**src/rtl/bus_master_port.sv**
```systemverilog
// rtl/bus_master_port.sv - master-side serial bus port: request, mode/address/data serialiser, read deserialiser
module bus_master_port #(
    parameter int ADDR_WIDTH = 14,
    parameter int DATA_WIDTH = 8,
    parameter int TIMEOUT    = 15
) (
    input  logic                  clk,
    input  logic                  reset,
    input  logic                  enable,
    input  logic                  read_en,
    input  logic [DATA_WIDTH-1:0] data_in,
    input  logic [ADDR_WIDTH-1:0] addr_in,
    output logic                  request,
    input  logic                  grant,
    output logic                  bus_valid,
    output logic                  bus_tx,
    output logic                  bus_mode,
    input  logic                  slave_ready,
    input  logic                  rx_valid,
    input  logic                  bus_rx,
    output logic [DATA_WIDTH-1:0] data_out,
    output logic                  done,
    output logic                  error,
    output logic                  busy
);

    // Bit counter is shared by the address and data phases, so it is sized
    // for the longer address phase (data is assumed no wider than address).
    localparam int BW = $clog2(ADDR_WIDTH + 1);
    localparam int TW = $clog2(TIMEOUT + 1);
    localparam logic [BW-1:0] ADDR_LAST = BW'(ADDR_WIDTH - 1);
    localparam logic [BW-1:0] DATA_LAST = BW'(DATA_WIDTH - 1);
    localparam logic [TW-1:0] TO_LAST   = TW'(TIMEOUT - 1);

    typedef enum logic [2:0] {
        S_IDLE, S_REQ, S_MODE, S_ADDR, S_WAIT, S_WDATA, S_RDATA, S_DONE
    } state_t;

    state_t                state_q, state_d;
    logic                  mode_q, mode_d;
    logic [DATA_WIDTH-1:0] wdata_q, wdata_d;
    logic [ADDR_WIDTH-1:0] sh_q, sh_d;
    logic [BW-1:0]         bit_q, bit_d;
    logic [TW-1:0]         wcnt_q, wcnt_d;
    logic [DATA_WIDTH-1:0] hold_q, hold_d;
    logic [DATA_WIDTH-1:0] data_out_q, data_out_d;
    logic                  request_q, request_d;
    logic                  valid_q, valid_d;
    logic                  tx_q, tx_d;
    logic                  done_q, done_d;
    logic                  error_q, error_d;
    logic                  busy_q, busy_d;
    logic                  abort;

    // Next state plus the registered output values for the cycle that follows.
    always_comb begin
        state_d    = state_q;
        mode_d     = mode_q;
        wdata_d    = wdata_q;
        sh_d       = sh_q;
        bit_d      = bit_q;
        wcnt_d     = wcnt_q;
        hold_d     = hold_q;
        data_out_d = data_out_q;
        tx_d       = 1'b0;
        abort      = 1'b0;

        case (state_q)
            S_IDLE: begin
                if (enable) begin
                    mode_d  = read_en;
                    wdata_d = data_in;
                    sh_d    = addr_in;
                    state_d = S_REQ;
                end
            end
            S_REQ: begin
                if (grant) begin
                    state_d = S_MODE;
                    tx_d    = mode_q;
                end
            end
            S_MODE: begin
                if (!grant) begin
                    abort = 1'b1;
                end else begin
                    state_d = S_ADDR;
                    tx_d    = sh_q[0];
                    sh_d    = sh_q >> 1;
                    bit_d   = '0;
                end
            end
            S_ADDR: begin
                if (!grant) begin
                    abort = 1'b1;
                end else if (bit_q == ADDR_LAST) begin
                    state_d = S_WAIT;
                    wcnt_d  = '0;
                end else begin
                    bit_d = bit_q + BW'(1);
                    tx_d  = sh_q[0];
                    sh_d  = sh_q >> 1;
                end
            end
            S_WAIT: begin
                if (!grant) begin
                    abort = 1'b1;
                end else if (slave_ready) begin
                    bit_d = '0;
                    if (mode_q) begin
                        state_d = S_RDATA;
                        wcnt_d  = '0;
                    end else begin
                        state_d = S_WDATA;
                        tx_d    = wdata_q[0];
                        sh_d    = ADDR_WIDTH'(wdata_q >> 1);
                    end
                end else if (wcnt_q == TO_LAST) begin
                    abort = 1'b1;
                end else begin
                    wcnt_d = wcnt_q + TW'(1);
                end
            end
            S_WDATA: begin
                if (!grant) begin
                    abort = 1'b1;
                end else if (bit_q == DATA_LAST) begin
                    state_d = S_DONE;
                end else begin
                    bit_d = bit_q + BW'(1);
                    tx_d  = sh_q[0];
                    sh_d  = sh_q >> 1;
                end
            end
            S_RDATA: begin
                if (!grant) begin
                    abort = 1'b1;
                end else if (rx_valid) begin
                    wcnt_d = '0;
                    hold_d = {bus_rx, hold_q[DATA_WIDTH-1:1]};
                    if (bit_q == DATA_LAST) begin
                        state_d    = S_DONE;
                        data_out_d = hold_d;
                    end else begin
                        bit_d = bit_q + BW'(1);
                    end
                end else if (wcnt_q == TO_LAST) begin
                    abort = 1'b1;
                end else begin
                    wcnt_d = wcnt_q + TW'(1);
                end
            end
            S_DONE: begin
                state_d = S_IDLE;
            end
            default: begin
                state_d = S_IDLE;
            end
        endcase

        if (abort) begin
            state_d = S_DONE;
            tx_d    = 1'b0;
        end

        valid_d   = (state_d == S_MODE) || (state_d == S_ADDR) || (state_d == S_WDATA);
        request_d = (state_d != S_IDLE) && (state_d != S_DONE);
        done_d    = (state_d == S_DONE);
        error_d   = abort;
        busy_d    = (state_d != S_IDLE);
    end

    // State and output registers; reset discards any partial transaction.
    always_ff @(posedge clk) begin
        if (reset) begin
            state_q    <= S_IDLE;
            mode_q     <= 1'b0;
            wdata_q    <= '0;
            sh_q       <= '0;
            bit_q      <= '0;
            wcnt_q     <= '0;
            hold_q     <= '0;
            data_out_q <= '0;
            request_q  <= 1'b0;
            valid_q    <= 1'b0;
            tx_q       <= 1'b0;
            done_q     <= 1'b0;
            error_q    <= 1'b0;
            busy_q     <= 1'b0;
        end else begin
            state_q    <= state_d;
            mode_q     <= mode_d;
            wdata_q    <= wdata_d;
            sh_q       <= sh_d;
            bit_q      <= bit_d;
            wcnt_q     <= wcnt_d;
            hold_q     <= hold_d;
            data_out_q <= data_out_d;
            request_q  <= request_d;
            valid_q    <= valid_d;
            tx_q       <= tx_d;
            done_q     <= done_d;
            error_q    <= error_d;
            busy_q     <= busy_d;
        end
    end

    assign request   = request_q;
    assign bus_valid = valid_q;
    assign bus_tx    = tx_q;
    assign bus_mode  = mode_q;
    assign data_out  = data_out_q;
    assign done      = done_q;
    assign error     = error_q;
    assign busy      = busy_q;

endmodule
```
**config.mk**
```make
export PLATFORM = sky130hd
export DESIGN_NAME = bus_master_port
export DESIGN_NICKNAME = d
export VERILOG_FILES = /design/src/rtl/bus_master_port.sv
export SDC_FILE = /design/constraint.sdc
export NUM_CORES = 1
export LEC_CHECK = 0
export ABC_AREA = 1
export CORE_ASPECT_RATIO = 2
export CORE_MARGIN = 2
export CORE_UTILIZATION = 35
export DETAILED_ROUTE_END_ITERATION = 12
export GPL_TIMING_DRIVEN = 0
export HOLD_SLACK_MARGIN = 0.12
export SLEW_MARGIN = 15
export SYNTH_ARGS = -nofsm -noshare
export SYNTH_HDL_FRONTEND = slang
export SYNTH_SLANG_ARGS = --single-unit
```
**constraint.sdc**
```tcl
create_clock -name clk -period 2.4 [get_ports clk]
set_clock_uncertainty 0.15 [all_clocks]
set_input_delay 0.48 -clock clk [delete_from_list [all_inputs] [get_ports clk]]
set_output_delay 0.48 -clock clk [all_outputs]
set_load 0.1 [all_outputs]
```
Word-level counts from Yosys, hierarchy flattened. Cells that the tools add are included.

Logic and storage cells: 120. Flip-flop bits (word level): 56. Input bits: 30. Output and inout bits: 15.

Eq/ne operators: 28. Reduce and logical (&&, ||, !) cells: 16. Add/subtract/negate cells: 2. Muxes and demuxes: 60.

Operators by type and width (count): 14-bit two-way mux (9); 14-bit case mux with 5 select lines (1); 4-bit two-way mux (17); 3-bit two-way mux (12); 2-bit inequality test, second input constant (12); 3-bit case mux with 8 select lines (1); 4-bit case mux with 5 select lines (1); 3-bit == test, second input constant (6); 1-bit two-way mux (15); 3-bit by 2-bit == test with 1-bit output, second input constant (4); 4-bit case mux with 3 select lines (1); 10-bit AND reduction (1); 5-bit nonzero test (2); 9-bit AND reduction (1); 4-bit by 1-bit adder with 4-bit output, second input constant (2); 4-bit == test, second input constant (2); 3-bit inequality test, second input constant (2); 6-bit AND reduction (1); 3-bit nonzero test (2); 1-bit case mux with 5 select lines (1); 4-bit by 3-bit == test with 1-bit output, second input constant (1); 4-bit AND reduction (1); 3-bit by 1-bit == test with 1-bit output, second input constant (1); 3-bit logical NOT (1); 8 further kinds (9).

Longest topological paths before layout.
Depth after elaboration: 9. Gate-level depth with buffers: 12. Depth with buffers taken out: 11.

Worst setup path before layout. No wires, ideal clock.

Path type: reg2reg. From: register mode_q (netlist: bus_mode). To: register wcnt_q[0]. Arrival: 1.781 ns. Setup slack: 0.405 ns. Setup time: 0.064 ns. Data required time: 2.186 ns. Stages on the path, launching flop included: 7. Period minus slack after synthesis: 1.995 ns. Path buffers: 0. Path through: dfxtp_1 nor2_1 nand3_1 nand4_1 o21ai_0 nand2_1 nor2_1.

Longest elaborated chain between the ends: 2.

Ends and longest elaborated chain: start: declaration (RTL line 40) `logic mode_q, mode_d;`; start signal: assignment (RTL line 192) `mode_q <= mode_d;`; 3-bit inequality test (no source line); 6-bit AND reduction (no source line); end signal: assignment (RTL line 196) `wcnt_q <= wcnt_d;`; end: declaration (RTL line 44) `logic [TW-1:0] wcnt_q, wcnt_d;`.

No other way between the ends. A chain may end at the register's enable or synchronous reset.

Worst setup path in the final report.
From: register busy_q (netlist: busy). To: output port busy.

RTL lines: start: declaration (RTL line 52) `logic busy_q, busy_d;`; start signal: assignment (RTL line 204) `busy_q <= busy_d;`; end: declaration (RTL line 24) `output logic busy`.

No word-level cell between the ends.

==> qor.txt <==
outcome - finished clean
Core ar. - 7943 um2
die height - 131.6 um
slowest cell delay on critical path - 1120 ps
Initial Util - 35.89%
startpoint types - flop
post-layout util - 44.96%
Cell Count Post-Placement - 579
final std cells w/o fill - 590
ANT nets after route - 0
Slowest cell on crit path - clkdlybuf4s50_1
vias - 2857
H-tree level count - 2
Setup Viol. Count Final - 0
Placed Area - 3401 um2
CP required - 1770 ps
Cell Area, Synth - 2850 um2
design area - 3571 um2
DR iter-0 viols - 145
final hold viol count - 0
Clk pin slew, worst setup/hold paths - 70 ps
delay-heaviest family, CP - buffers and inverters
# IOs - 45
CTS tree - done
Pleak - 1.711 nW
DRC viols - 0
biggest area consumer among synthesized cells - dfxtp_1
grt ovf - 0
crit path max fanout - 1
Layout Nets - 527
die area - 8925 um2
Post-synth EDFFs - 0
slew of the pin with the lowest slew margin - 968.6 ps
IO Port Bufs - 43
Wirelength per Cell - 12.98 um
wirelength, routed - 7659 um
CP endpoint kind - primary output
max_cap viols - 0
synthesized flop and latch total - 55
max_slew headroom - 35.23%
crit path DAT - 1740 ps
asr flop ratio synth - 0%
Placer Congestion - 0.8898
largest net degree at the start of global routing - 19
CTS max path bufs - 2
cell breakdown of the critical path - clkdlybuf4s50_1
fin crit share - 98.76%
area grow syn2layout - 25.29%
vias per std cell - 4.842
Buf/Inv on CP - 1
GR Util All Layers - 17.60%
First-pass DRT Iterations - 6
post-synthesis net count - 474
Max Transition Viols Final - 0
Top FF cell, synth - dfxtp_1
Antenna diodes - 0
count leader, synth - nand2_1
Syn Inst Count - 440
layout cells sized above 1 - 6.073%
wire length of the first global-routing pass - 12030 um
share of the synthesized area in the top cell type - 38.63%
worst vdd ir - 0.5232 mV
Crit Reg-Reg Endpoint - sh_q[11]
Cell variety after synth - 33
vias in the first global route - 2633
Die Width - 67.81 um
Crit path depth - 1
WS Path Type - reg2out
type of the worst min-delay path - reg2reg
CTS root buf - clkbuf_16
HPWL after DPL - 5722 um
Critical path origin - busy
f_max - 421.9 MHz
worst reg2reg setup slack - 180 ps
TNS Setup - 0 ps
worst skew pair latency - 300 ps
Final Critical Period - 2370 ps
end of the critical path - busy
Avg Inst Size Synth - 6.478 um2
PwrDens - 1149 nW/um2
top post-synthesis cells by count - 101 x nand2_1, 71 x inv_1, 55 x dfxtp_1
clock tree sinks - 55
row cnt - 46
antenna violations before repair - 0
Register-to-Register Path Depth - 10
largest cells by area after synthesis - dfxtp_1 39%, nand2_1 13%, inv_1 9.4%
sequential fraction of the synthesis area - 38.63%
Num CTS Buffers - 5
FF-to-FF Start - state_q[0]
Synth Warn # - 0
-- sequential cells by signal (all words and copies together) (netlist names), 3 cells and up --
register / count
bit_q: 4
data_out: 8
hold_q: 7
sh_q: 14
state_q: 3
wcnt_q: 4
wdata_q: 8
-- logic make-up after synthesis --
family / after synthesis / synth area share, %
xor gates and xnor gates: 3 / 0.9220
and+or+nand+nor: 206 / 30.95
buffers and inverters: 89 / 12.29
AOI/OAI and AO/OA: 83 / 15.45
DFF: 55 / 38.63
adders and majority gates: 4 / 1.756
-- area by class of cell --
class	count	area, um2
Fill cell	880	4372
Multi-Input combinational cell	296	1404
Sequential cell	55	1101
Timing Repair Buffer	46	445.4
Inverter	75	281.5
Clock buffer	5	125.1
Tap cell	96	120.1
Buffer	14	70.07
Clock inverter	3	23.77
-- what timing repair did --
item | CTS | global route
hold buffers | 0 | 0
setup endpoints to repair | 12 | 22
pin swaps | 0 | 2
buffers inserted | 0 | 3
resized for setup | 9 | 3
-- power by group --
group	total (W)	switching, W	leakage, nW	internal (W)
clock network	0.000755	0.000364	0.0664	0.000391
logic	0.00211	0.00145	1.19	0.000664
registers	0.00123	0.0000991	0.451	0.00113
-- worst min-delay path by stage --
stage          startpoint  cells after the start    endpoint  slack (ps)
5_1_grt        wdata_q[2]                      2  wdata_q[2]         330
3_3_place_gp   wdata_q[4]                      2  wdata_q[4]         290
2_1_floorplan  wdata_q[0]                      2  wdata_q[0]         270
6_report       wdata_q[0]                      2  wdata_q[0]         300
3_5_place_dp   wdata_q[0]                      2  wdata_q[0]         290
4_1_cts        wdata_q[0]                      2  wdata_q[0]         310
-- per-layer routing --
metal | track usage (%) | vias up | share of wire (%)
met2 | 30.61 | 48 | 53
li1 | - | 1495 | -
met5 | 0 | - | 0
met3 | 3.082 | 13 | 2.6
met4 | 8.889 | 0 | 3.4
met1 | 19.53 | 1301 | 41
-- cells in the final DEF (no fill, tap or decap), types with 2 or more instances in the layout --
cell type | synthesis | final
nor2_2 | 3 | 2
clkdlybuf4s50_1 | 0 | 34
inv_1 | 71 | 71
o22ai_1 | 7 | 7
nand2_1 | 101 | 101
dlygate4sd2_1 | 0 | 8
nand4_1 | 4 | 4
dfxtp_1 | 55 | 55
xor2_1 | 2 | 2
clkinvlp_4 | 0 | 2
buf_2 | 4 | 4
clkbuf_1 | 8 | 7
o211ai_1 | 3 | 3
ha_1 | 4 | 4
nor3_1 | 2 | 2
a31oi_1 | 2 | 2
nor2_1 | 53 | 53
o21ai_0 | 34 | 33
a21oi_1 | 35 | 35
buf_4 | 1 | 4
nor2_4 | 1 | 2
clkbuf_16 | 0 | 5
nand2_2 | 3 | 3
inv_2 | 2 | 2
clkinv_1 | 2 | 2
nand3_1 | 32 | 32
-- per-stage QoR --
stage	setup WS, ps	total power, W	hold slack, ps
after floorplan	404.8	0.002830	274.5
after global placement	-392.3	0.003320	291.4
after detailed placement	-355.3	0.003343	293.8
after CTS	1.526	0.004100	307.6
after global routing	-15.25	0.004439	330.8
final	29.69	0.004102	303.6
(Power assumes the default switching activity.)
